--- src/rtl/ec_stripe_sequencer.sv ---
// ec_stripe_sequencer
//   Control sequencer for the erasure-coding engine array. A job runs
//   num_stripes stripes. Each stripe takes ceil(m/NUM_ENG) passes. A pass
//   works in three steps:
//     - load up to NUM_ENG bitmatrix rows into the engine slots;
//     - stream k*PACKET_LENGTH words from the input FIFO into the engines;
//     - drain the parity words of the active slots into the output buffer.
//
// Ports
//   clk, rst             clock, asynchronous active-high reset
//   start, abort         job start (sampled in IDLE), job abandon
//   k_cfg, m_cfg,        job configuration, latched on start
//     num_stripes
//   busy, done, cfg_err  status; done and cfg_err are one-cycle pulses
//   stripe_cnt           stripes completed in the current job
//   bm_rd_*              bitmatrix row read (one outstanding request)
//   eng_bm_load/slot     row load into an engine slot
//   eng_row_mask         engine slots active in the current pass
//   eng_rst              engine array clear pulse
//   inbuf_*              input FIFO pop / rewind / release
//   eng_in_*, eng_out_*  engine data-in and parity-out handshakes
//   outbuf_*             output buffer write
module ec_stripe_sequencer #(
    parameter int K_MAX         = 128,
    parameter int K_MIN         = 2,
    parameter int M_MAX         = 128,
    parameter int M_MIN         = 2,
    parameter int NUM_ENG       = 4,
    parameter int PACKET_LENGTH = 2,
    parameter int STRIPE_W      = 16,
    parameter int BM_ADDR_W     = $clog2(M_MAX)
) (
    input  logic                         clk,
    input  logic                         rst,
    input  logic                         start,
    input  logic                         abort,
    input  logic [$clog2(K_MAX+1)-1:0]   k_cfg,
    input  logic [$clog2(M_MAX+1)-1:0]   m_cfg,
    input  logic [STRIPE_W-1:0]          num_stripes,
    output logic                         busy,
    output logic                         done,
    output logic                         cfg_err,
    output logic [STRIPE_W-1:0]          stripe_cnt,
    output logic                         bm_rd_rq,
    output logic [BM_ADDR_W-1:0]         bm_rd_addr,
    input  logic                         bm_rd_val,
    output logic                         eng_bm_load,
    output logic [$clog2(NUM_ENG)-1:0]   eng_bm_slot,
    output logic [NUM_ENG-1:0]           eng_row_mask,
    output logic                         eng_rst,
    input  logic                         inbuf_empty,
    output logic                         inbuf_rd_rq,
    output logic                         inbuf_rewind,
    output logic                         inbuf_release,
    input  logic                         eng_in_rdy,
    output logic                         eng_in_val,
    input  logic                         eng_out_val,
    output logic                         eng_out_rdy,
    input  logic                         outbuf_full,
    output logic                         outbuf_wr_en
);
    localparam int KW  = $clog2(K_MAX+1);
    localparam int MW  = $clog2(M_MAX+1);
    localparam int SLW = $clog2(NUM_ENG);
    localparam int WW  = $clog2(K_MAX*PACKET_LENGTH+1);
    localparam int RW  = MW + 1;  // one spare bit so row arithmetic past m never wraps

    localparam logic [KW-1:0]  K_LO      = KW'(K_MIN);
    localparam logic [KW-1:0]  K_HI      = KW'(K_MAX);
    localparam logic [MW-1:0]  M_LO      = MW'(M_MIN);
    localparam logic [MW-1:0]  M_HI      = MW'(M_MAX);
    localparam logic [SLW-1:0] LAST_SLOT = SLW'(NUM_ENG-1);
    localparam logic [RW-1:0]  ENG_STEP  = RW'(NUM_ENG);
    localparam logic [WW-1:0]  PKT       = WW'(PACKET_LENGTH);

    typedef enum logic [2:0] {IDLE, CHECK, FETCH, BM_WAIT, FEED, WRITE, NEXT} state_t;

    state_t              state, state_nxt;
    logic [KW-1:0]       k_q, k_nxt;
    logic [MW-1:0]       m_q, m_nxt;
    logic [STRIPE_W-1:0] ns_q, ns_nxt, stripe_nxt;
    // The pass is held as its first row (pass*NUM_ENG), which is what every
    // consumer needs.
    logic [RW-1:0]       pass_base, base_nxt;
    logic [SLW-1:0]      slot, slot_nxt;
    logic [WW-1:0]       pop_cnt, pop_nxt, wr_cnt, wr_nxt;
    logic [NUM_ENG-1:0]  mask_nxt, mask_calc;
    logic [BM_ADDR_W-1:0] addr_nxt;
    logic                rq_nxt, eng_rst_nxt, rewind_nxt, release_nxt, done_nxt, cfg_err_nxt;
    logic [RW-1:0]       row;
    logic [WW-1:0]       feed_total, wr_total;
    logic                last_stripe;

    // Parity words drained per pass: one packet per active slot.
    function automatic logic [WW-1:0] write_words(input logic [NUM_ENG-1:0] mask);
        logic [WW-1:0] n;
        n = '0;
        for (int i = 0; i < NUM_ENG; i++) n = n + WW'(mask[i]);
        return n * PKT;
    endfunction

    assign busy        = (state != IDLE);
    assign eng_bm_slot = slot;
    assign row         = pass_base + RW'(slot);
    assign feed_total  = WW'(k_q) * PKT;
    assign wr_total    = write_words(eng_row_mask);
    assign last_stripe = ((STRIPE_W+1)'(stripe_cnt) + (STRIPE_W+1)'(1)) == {1'b0, ns_q};

    always_comb begin
        mask_calc = '0;
        for (int i = 0; i < NUM_ENG; i++)
            mask_calc[i] = (pass_base + RW'(i)) < {1'b0, m_q};
    end

    always_comb begin
        state_nxt    = state;
        k_nxt        = k_q;
        m_nxt        = m_q;
        ns_nxt       = ns_q;
        base_nxt     = pass_base;
        slot_nxt     = slot;
        pop_nxt      = pop_cnt;
        wr_nxt       = wr_cnt;
        stripe_nxt   = stripe_cnt;
        mask_nxt     = eng_row_mask;
        addr_nxt     = bm_rd_addr;
        rq_nxt       = 1'b0;
        eng_rst_nxt  = 1'b0;
        rewind_nxt   = 1'b0;
        release_nxt  = 1'b0;
        done_nxt     = 1'b0;
        cfg_err_nxt  = 1'b0;
        eng_bm_load  = 1'b0;
        inbuf_rd_rq  = 1'b0;
        eng_out_rdy  = 1'b0;
        outbuf_wr_en = 1'b0;
        // Abort overrides everything, including a row arriving this cycle.
        if (abort && state != IDLE) begin
            state_nxt   = IDLE;
            eng_rst_nxt = 1'b1;
        end else begin
            case (state)
                IDLE: begin
                    if (start) begin
                        k_nxt      = k_cfg;
                        m_nxt      = m_cfg;
                        ns_nxt     = num_stripes;
                        stripe_nxt = '0;
                        base_nxt   = '0;
                        slot_nxt   = '0;
                        state_nxt  = CHECK;
                    end
                end
                CHECK: begin
                    if (k_q < K_LO || k_q > K_HI || m_q < M_LO || m_q > M_HI) begin
                        cfg_err_nxt = 1'b1;
                        state_nxt   = IDLE;
                    end else if (ns_q == '0) begin
                        done_nxt  = 1'b1;
                        state_nxt = IDLE;
                    end else begin
                        eng_rst_nxt = 1'b1;
                        state_nxt   = FETCH;
                    end
                end
                FETCH: begin
                    rq_nxt   = 1'b1;
                    addr_nxt = BM_ADDR_W'(row);
                    if (slot == '0) mask_nxt = mask_calc;
                    state_nxt = BM_WAIT;
                end
                BM_WAIT: begin
                    eng_bm_load = bm_rd_val;
                    if (bm_rd_val) begin
                        slot_nxt = slot + SLW'(1);
                        if (slot == LAST_SLOT || (row + RW'(1)) == {1'b0, m_q}) begin
                            pop_nxt   = '0;
                            state_nxt = FEED;
                        end else begin
                            state_nxt = FETCH;
                        end
                    end
                end
                FEED: begin
                    // FIFO read latency is one cycle, so the pass ends only
                    // once the word from the last pop has been presented.
                    inbuf_rd_rq = !inbuf_empty && eng_in_rdy && (pop_cnt != feed_total);
                    if (inbuf_rd_rq) pop_nxt = pop_cnt + WW'(1);
                    if (pop_cnt == feed_total && eng_in_val) begin
                        wr_nxt    = '0;
                        state_nxt = WRITE;
                    end
                end
                WRITE: begin
                    if (wr_cnt != wr_total) begin
                        eng_out_rdy  = !outbuf_full;
                        outbuf_wr_en = eng_out_val && !outbuf_full;
                        if (outbuf_wr_en) begin
                            wr_nxt = wr_cnt + WW'(1);
                            if ((wr_cnt + WW'(1)) == wr_total) state_nxt = NEXT;
                        end
                    end
                end
                NEXT: begin
                    slot_nxt = '0;
                    if ((pass_base + ENG_STEP) < {1'b0, m_q}) begin
                        rewind_nxt  = 1'b1;
                        base_nxt    = pass_base + ENG_STEP;
                        eng_rst_nxt = 1'b1;
                        state_nxt   = FETCH;
                    end else begin
                        release_nxt = 1'b1;
                        stripe_nxt  = stripe_cnt + STRIPE_W'(1);
                        base_nxt    = '0;
                        if (last_stripe) begin
                            done_nxt  = 1'b1;
                            state_nxt = IDLE;
                        end else begin
                            eng_rst_nxt = 1'b1;
                            state_nxt   = FETCH;
                        end
                    end
                end
                default: state_nxt = IDLE;
            endcase
        end
    end

    always_ff @(posedge clk or posedge rst) begin
        if (rst) begin
            state         <= IDLE;
            k_q           <= '0;
            m_q           <= '0;
            ns_q          <= '0;
            pass_base     <= '0;
            slot          <= '0;
            pop_cnt       <= '0;
            wr_cnt        <= '0;
            stripe_cnt    <= '0;
            eng_row_mask  <= '0;
            bm_rd_addr    <= '0;
            bm_rd_rq      <= 1'b0;
            eng_rst       <= 1'b0;
            inbuf_rewind  <= 1'b0;
            inbuf_release <= 1'b0;
            done          <= 1'b0;
            cfg_err       <= 1'b0;
            eng_in_val    <= 1'b0;
        end else begin
            state         <= state_nxt;
            k_q           <= k_nxt;
            m_q           <= m_nxt;
            ns_q          <= ns_nxt;
            pass_base     <= base_nxt;
            slot          <= slot_nxt;
            pop_cnt       <= pop_nxt;
            wr_cnt        <= wr_nxt;
            stripe_cnt    <= stripe_nxt;
            eng_row_mask  <= mask_nxt;
            bm_rd_addr    <= addr_nxt;
            bm_rd_rq      <= rq_nxt;
            eng_rst       <= eng_rst_nxt;
            inbuf_rewind  <= rewind_nxt;
            inbuf_release <= release_nxt;
            done          <= done_nxt;
            cfg_err       <= cfg_err_nxt;
            eng_in_val    <= inbuf_rd_rq;
        end
    end
endmodule

--- config.mk ---
export PLATFORM = sky130hd
export DESIGN_NAME = ec_stripe_sequencer
export DESIGN_NICKNAME = d
export VERILOG_FILES = /design/src/rtl/ec_stripe_sequencer.sv
export SDC_FILE = /design/constraint.sdc
export NUM_CORES = 1
export LEC_CHECK = 0
export ABC_CLOCK_PERIOD_IN_PS = 3300
export BUFFER_PORTS_ARGS = -buffer_cell sky130_fd_sc_hd__buf_2
export CORE_MARGIN = 4
export CORE_UTILIZATION = 47
export CTS_BUF_LIST = sky130_fd_sc_hd__clkbuf_4
export CTS_CLUSTER_DIAMETER = 80
export CTS_CLUSTER_SIZE = 40
export DETAILED_ROUTE_END_ITERATION = 8
export PLACE_DENSITY = 0.67
export REMOVE_ABC_BUFFERS = 1
export SETUP_SLACK_MARGIN = 0.3
export SLEW_MARGIN = 20
export SYNTH_ARGS = -nofsm -noshare
export SYNTH_HDL_FRONTEND = slang
export SYNTH_SLANG_ARGS = --single-unit
--- constraint.sdc ---
create_clock -name clk -period 3.3 [get_ports clk]
set_input_delay 0.66 -clock clk [delete_from_list [all_inputs] [get_ports clk]]
set_output_delay 0.66 -clock clk [all_outputs]
set_load 0.05 [all_outputs]
Yosys cells after proc, flatten, opt, wreduce, memory -nomap -nowiden
Index checks and enable logic that the tools add are counted.
{"block": "totals", "ff_bits": 98, "latchBits": 0, "ramBits": 0, "mem_bits_ro": 0, "in_bits": 41, "output_inout_bits": 41, "word_cells": 160, "mem_count": 0}
{"block": "classes", "addsub": 14, "multipliers": 0, "div": 0, "order_cmp": 9, "n_eq_ne": 27, "n_shift": 0, "muxes": 63, "bitwise_logic": 1, "n_reduce_logical": 28}
{"cell": "2-to-1 mux 9 bit", "count": 8}
{"cell": "one-hot mux 9 bit (2 select lines)", "count": 3}
{"cell": "less-than comparator 9 x 8 -> 1 bit", "count": 5}
{"cell": "adder 9 x 1 -> 9 bit (second input constant)", "count": 4}
{"cell": "2-to-1 mux 16 bit", "count": 2}
{"cell": "one-hot mux 16 bit (2 select lines)", "count": 1}
{"cell": "2-to-1 mux 1 bit", "count": 31}
{"cell": "2-to-1 mux 3 bit", "count": 8}
{"cell": "one-hot mux 3 bit (7 select lines)", "count": 1}
{"cell": "adder 9 x 2 -> 9 bit (second input constant)", "count": 2}
{"cell": "!= test 3 bit (second input constant)", "count": 6}
{"cell": "adder 16 x 1 -> 17 bit (second input constant)", "count": 1}
{"cell": "equality test 17 x 16 -> 1 bit", "count": 1}
{"cell": "adder 16 x 1 -> 16 bit (second input constant)", "count": 1}
{"cell": "> comparator 8 bit (second input constant)", "count": 2}
{"cell": "logical NOT 16 bit", "count": 1}
{"cell": "less-than comparator 8 x 2 -> 1 bit (second input constant)", "count": 2}
{"cell": "!= test 2 bit (second input constant)", "count": 8}
{"cell": "2-to-1 mux 2 bit", "count": 6}
{"cell": "AND reduction 5 bit", "count": 2}
{"cell": "adder 9 x 2 -> 9 bit", "count": 1}
{"cell": "adder 9 x 3 -> 9 bit (second input constant)", "count": 1}
{"cell": "equality test 3 bit (second input constant)", "count": 3}
{"cell": "equality test 9 x 5 -> 1 bit", "count": 1}
{"cell": "25 further kinds", "count": 41}

Logic depth before layout (Yosys ltp)
{"block": "logic_depth", "ltp_word": 9, "mapped_depth": 11, "mapped_depth_nobuf": 10}

Least setup slack after synthesis
OpenSTA, ideal clock, no wires.
{"block": "synth_timing", "path_type": "register to output", "startpoint": "register eng_row_mask[1]", "endpoint": "output eng_out_rdy", "arrival_ns": 3.421, "t_required_ns": 2.640, "slack_ns": -0.781, "stages_incl_launch_ff": 8, "path_buffers": 0, "path_cell_list": "dfrtp_1 -> fa_1 -> ha_1 -> ha_1 -> xnor2_1 -> nand4_1 -> nor2_1 -> nor4_1"}
{"block": "synth_via", "elab_chain_cells": 7}
{"item": "start, declared", "line": "49", "rtl": "output logic [NUM_ENG-1:0] eng_row_mask,"}
{"item": "start signal, assigned", "line": "259", "rtl": "eng_row_mask <= mask_nxt;"}
{"item": "adder 1 x 1 -> 2 bit", "line": "98", "rtl": "for (int i = 0; i < NUM_ENG; i++) n = n + WW'(mask[i]);"}
{"item": "adder 2 x 1 -> 3 bit", "line": "98"}
{"item": "adder 3 x 1 -> 4 bit", "line": "98"}
{"item": "!= test 9 x 5 -> 1 bit", "line": "195", "rtl": "if (wr_cnt != wr_total) begin"}
{"item": "2-to-1 mux 1 bit", "line": "195"}
{"item": "2-to-1 mux 1 bit", "line": "142", "rtl": "case (state)"}
{"item": "2-to-1 mux 1 bit", "line": "138", "rtl": "if (abort && state != IDLE) begin"}
{"item": "end, declared", "line": "58", "rtl": "output logic eng_out_rdy,"}
No other way between the ends.

Final worst setup path
{"block": "layout_timing", "startpoint": "register eng_row_mask[1]", "endpoint": "output outbuf_wr_en"}
{"block": "layout_via", "elab_chain_cells": 7}
{"item": "adder 1 x 1 -> 2 bit", "line": "98"}
{"item": "adder 2 x 1 -> 3 bit", "line": "98"}
{"item": "adder 3 x 1 -> 4 bit", "line": "98"}
{"item": "!= test 9 x 5 -> 1 bit", "line": "195"}
{"item": "2-to-1 mux 1 bit", "line": "195"}
{"item": "2-to-1 mux 1 bit", "line": "142"}
{"item": "2-to-1 mux 1 bit", "line": "138"}
{"item": "end, declared", "line": "60", "rtl": "output logic outbuf_wr_en"}
No other way between the ends.

==> results.tsv <==
stage	metric	value	unit
outcome	status	finished, final reports clean	
grt	first-pass GRT wire length	26320	µm
drt	DRT iter0 DRCs	422	
sta	Worst Tran Pin Value	730.9	ps
yosys	Adder-Cell Fraction of Synth Area	6.245	%
floorplan	Placement Rows	42	
grt	largest net degree at the start of global routing	54	
floorplan	I/O Pins	82	
setup_path	Worst R2R Path Depth	13	
grt	vias in the first global route	5384	
floorplan	die height	123.7	µm
clocking	CTS H-tree lvls	3	
clocking	root buf cell	clkbuf_4	
clocking	clock-pin slew on the worst setup and hold paths	150	ps
sta	slew margin rel.	51.10	%
yosys	Mean Syn Cell Area	9.171	µm²
setup_path	RR Startpoint	eng_row_mask[1]	
yosys	top-count cell post-synth	dfrtp_1	
place	Final Wtd Congestion	0.9044	
yosys	Yosys reg bits	96	
yosys	post-synthesis xor/xnor area fraction	7.180	%
yosys	Main synth FF type	dfrtp_1	
grt	GRT Util Overall	21.68	%
drt	ANT nets after route	0	
clocking	TritonCTS Buffers	9	
sta	fmax	0.3066	GHz
worst_hold_path	Worst Hold Class	input port to async pin	
sta	WHS	232.2	ps
drt	Routed WL	16070	µm
yosys	Async S/R FF share, synth	100.0	%
sta	crit share post-route	98.85	%
setup_path	R2R Setup Slk	100	ps
sta	Hold Vio Cnt, Final	0	
cells_and_area	# diodes	0	
floorplan	die width	123.7	µm
yosys	Synth Instances	686	
cells_and_area	Fillers	1232	
setup_path	CP Class	flop to primary output	
setup_path	Critical Path Sink Type	primary output	
pwr	Max IR drop VDD	0.3071	mV
drt	vias per std cell	5.841	
clocking	CTS Sinks	96	
setup_path	Critical Path RT	2640	ps
yosys	top cells by area, synth	dfrtp_1, ha_1, mux2_2	
grt	grt ovf	0	
cells_and_area	layout cells sized above 1	24.24	%
place	count of input and output buffers	81	
drt	routed wire length per instance	17.18	µm
setup_path	crit path from	eng_row_mask[1]	
cells_and_area	final instance area	7103	µm²
floorplan	Die Area	15300	µm²
pwr	Static Leak	3.260	nW
sta	unrepaired setup endpoints after global routing	true	
grt	antenna violations before repair	0	
cells_and_area	nets@finish	825	
drt	DRT Pass-1 Iters	5	
yosys	cell area after synthesis	6291	µm²
sta	min cycle time layout	3262	ps
place	Place WS	178.3	ps
floorplan	Core ar.	13190	µm²
floorplan	initial core utilization	47.69	%
yosys	Synth Warn #	0	
setup_path	r2r endpoint	state[0]	
yosys	area leader, netlist	dfrtp_1	
drt	vias	5461	
drt	# DRC	0	
pwr	pwr/cell area	665.0	nW/µm²
place	dpl cell area	6809	µm²
sta	max-slew violations	0	
place	dpl hpwl	11700	µm
yosys	top-area cell type share of the netlist area	38.19	%
setup_path	data arrival time of the critical path	2600	ps
sta	final setup margin	38.02	ps
yosys	largest family of logic cells by synthesized area	simple AND/OR/NAND/NOR gates	
setup_path	CP startpoint kind	flop	
clocking	CTS Buffer Depth	2	
cells_and_area	synthesis-to-layout area growth	12.91	%
yosys	Cell variety after synth	71	
sta	final setup vio count	0	
yosys	Synth Area in Compound Gates	18.58	%
yosys	number of flops mapped to enable cells by yosys	0	
cells_and_area	Layout Utilization	53.85	%
yosys	mux contribution to synthesized area	5.867	%
yosys	Post-synth top cells	dfrtp_1, nand2_1, o21ai_0	
job	Max Cap Viol	0	
yosys	sequential share of the synthesized area	38.19	%
setup_path	Worst Path Max Fanout	2	
clocking	Skew-Pair Late Insertion Delay	470	ps
sta	Clock Skew	23.14	ps
clocking	CTS tree	built	
yosys	Post-Synth Simple-Gate Area	18.79	%
sta	Post-Route Setup TNS	0	ps
setup_path	CP endpoint	outbuf_wr_en	
-- layout by cell type, fill, tap and decap left out, types with 5 or more instances in the layout --
| cell | Yosys | routed |
|---|---|---|
| nand2b_1 | 6 | 5 |
| and3_1 | 11 | 11 |
| a31oi_1 | 14 | 14 |
| o31ai_1 | 15 | 14 |
| xor2_1 | 23 | 22 |
| o41ai_1 | 5 | 5 |
| inv_1 | 25 | 23 |
| a21oi_1 | 33 | 32 |
| and2_1 | 6 | 7 |
| a22o_1 | 7 | 7 |
| mux2_2 | 31 | 31 |
| clkbuf_4 | 0 | 10 |
| nor4_1 | 11 | 11 |
| buf_4 | 2 | 20 |
| nor2b_1 | 10 | 10 |
| nor3_1 | 10 | 10 |
| nand2_1 | 57 | 57 |
| xnor2_1 | 24 | 23 |
| o21ai_0 | 56 | 55 |
| nor2_1 | 43 | 41 |
| buf_2 | 2 | 79 |
| nand3_1 | 26 | 25 |
| dfrtp_1 | 96 | 92 |
| ha_1 | 29 | 26 |
| a21o_1 | 8 | 8 |
| or2_2 | 6 | 6 |
| nand4_1 | 17 | 17 |
| o21a_1 | 6 | 6 |
-- stage by stage --
stage	power, mW	instances
floorplan	3.315	641
global placement	3.820	911
detailed placement	3.883	911
CTS	4.637	932
global route	5.071	935
finish	4.723	935
-- flip-flops by register name, summed over array words and instances (netlist names) --
register / count
bm_rd_rq: 1
stripe_cnt: 16
eng_row_mask: 4
ns_q: 16
inbuf_rewind: 1
k_q: 8
eng_in_val: 1
wr_cnt: 9
eng_bm_slot: 2
inbuf_release: 1
eng_rst: 1
done: 1
bm_rd_addr: 7
pop_cnt: 9
state: 3
pass_base: 7
cfg_err: 1
m_q: 8
-- logic make-up (layout without fill, tap and decap cells) --
kind of cell    count (synthesis)  in the layout
mux                            33             33
flops                          96             96
compound gates                178            178
fa+ha+maj                      31             31
buf+inv                        70            143
xor+xnor                       49             49
other cells                     1              1
simple gates                  228            228
-- repair_timing --
action | in CTS | in global routing
setup endpoints to repair | 4 | 27
buffers inserted | 5 | 3
pin swaps | 5 | 8
resized for setup | 11 | 16
hold buffers | 0 | 0
-- critical path, stage by stage, from the launching register on --
cell     delay (ps)
dfrtp_1         420
fa_1            550
ha_2            200
ha_4            210
xnor2_2         120
nand4_1          90
nor2_2           60
o22ai_2         140
nand3_2         130
inv_2            80
buf_6           150
-- power breakdown --
part,internal [mW],switching (mW),total (mW)
logic,1.05,1.27,2.32
clock network,0.229,0.389,0.618
registers,1.46,0.327,1.79
total,2.74,1.98,4.72
-- layer usage --
metal,vias to the layer above,track usage [%],wire length [µm]
met2,151,35.55,7811
met5,-,0,0
met1,2644,29.02,7044
li1,2632,-,-
met3,34,3.497,857
met4,0,7.820,354
-- worst min path at each step --
| stage | start | endpoint | slack (ps) |
|---|---|---|---|
| after floorplan | pop_cnt[8] | pop_cnt[8] | 470 |
| after global placement | bm_rd_addr[0] | bm_rd_addr[0] | 490 |
| after detailed placement | bm_rd_addr[3] | bm_rd_addr[3] | 490 |
| after CTS | rst | k_q[0] | 230 |
| after global routing | rst | k_q[0] | 250 |
| final | rst | k_q[0] | 230 |
-- cell type report --
class	instances	area, µm²	share of cell area (%)
Multi-Input combinational cell	520	3666	51.61
Inverter	25	96.34	1.356
Sequential cell	96	2407	33.89
Timing Repair Buffer	102	588.1	8.279
Clock inverter	6	50.05	0.7046
Tap cell	176	220.2	3.100
Clock buffer	10	75.07	1.057
Note: power is estimated with default switching activity, not from simulation.
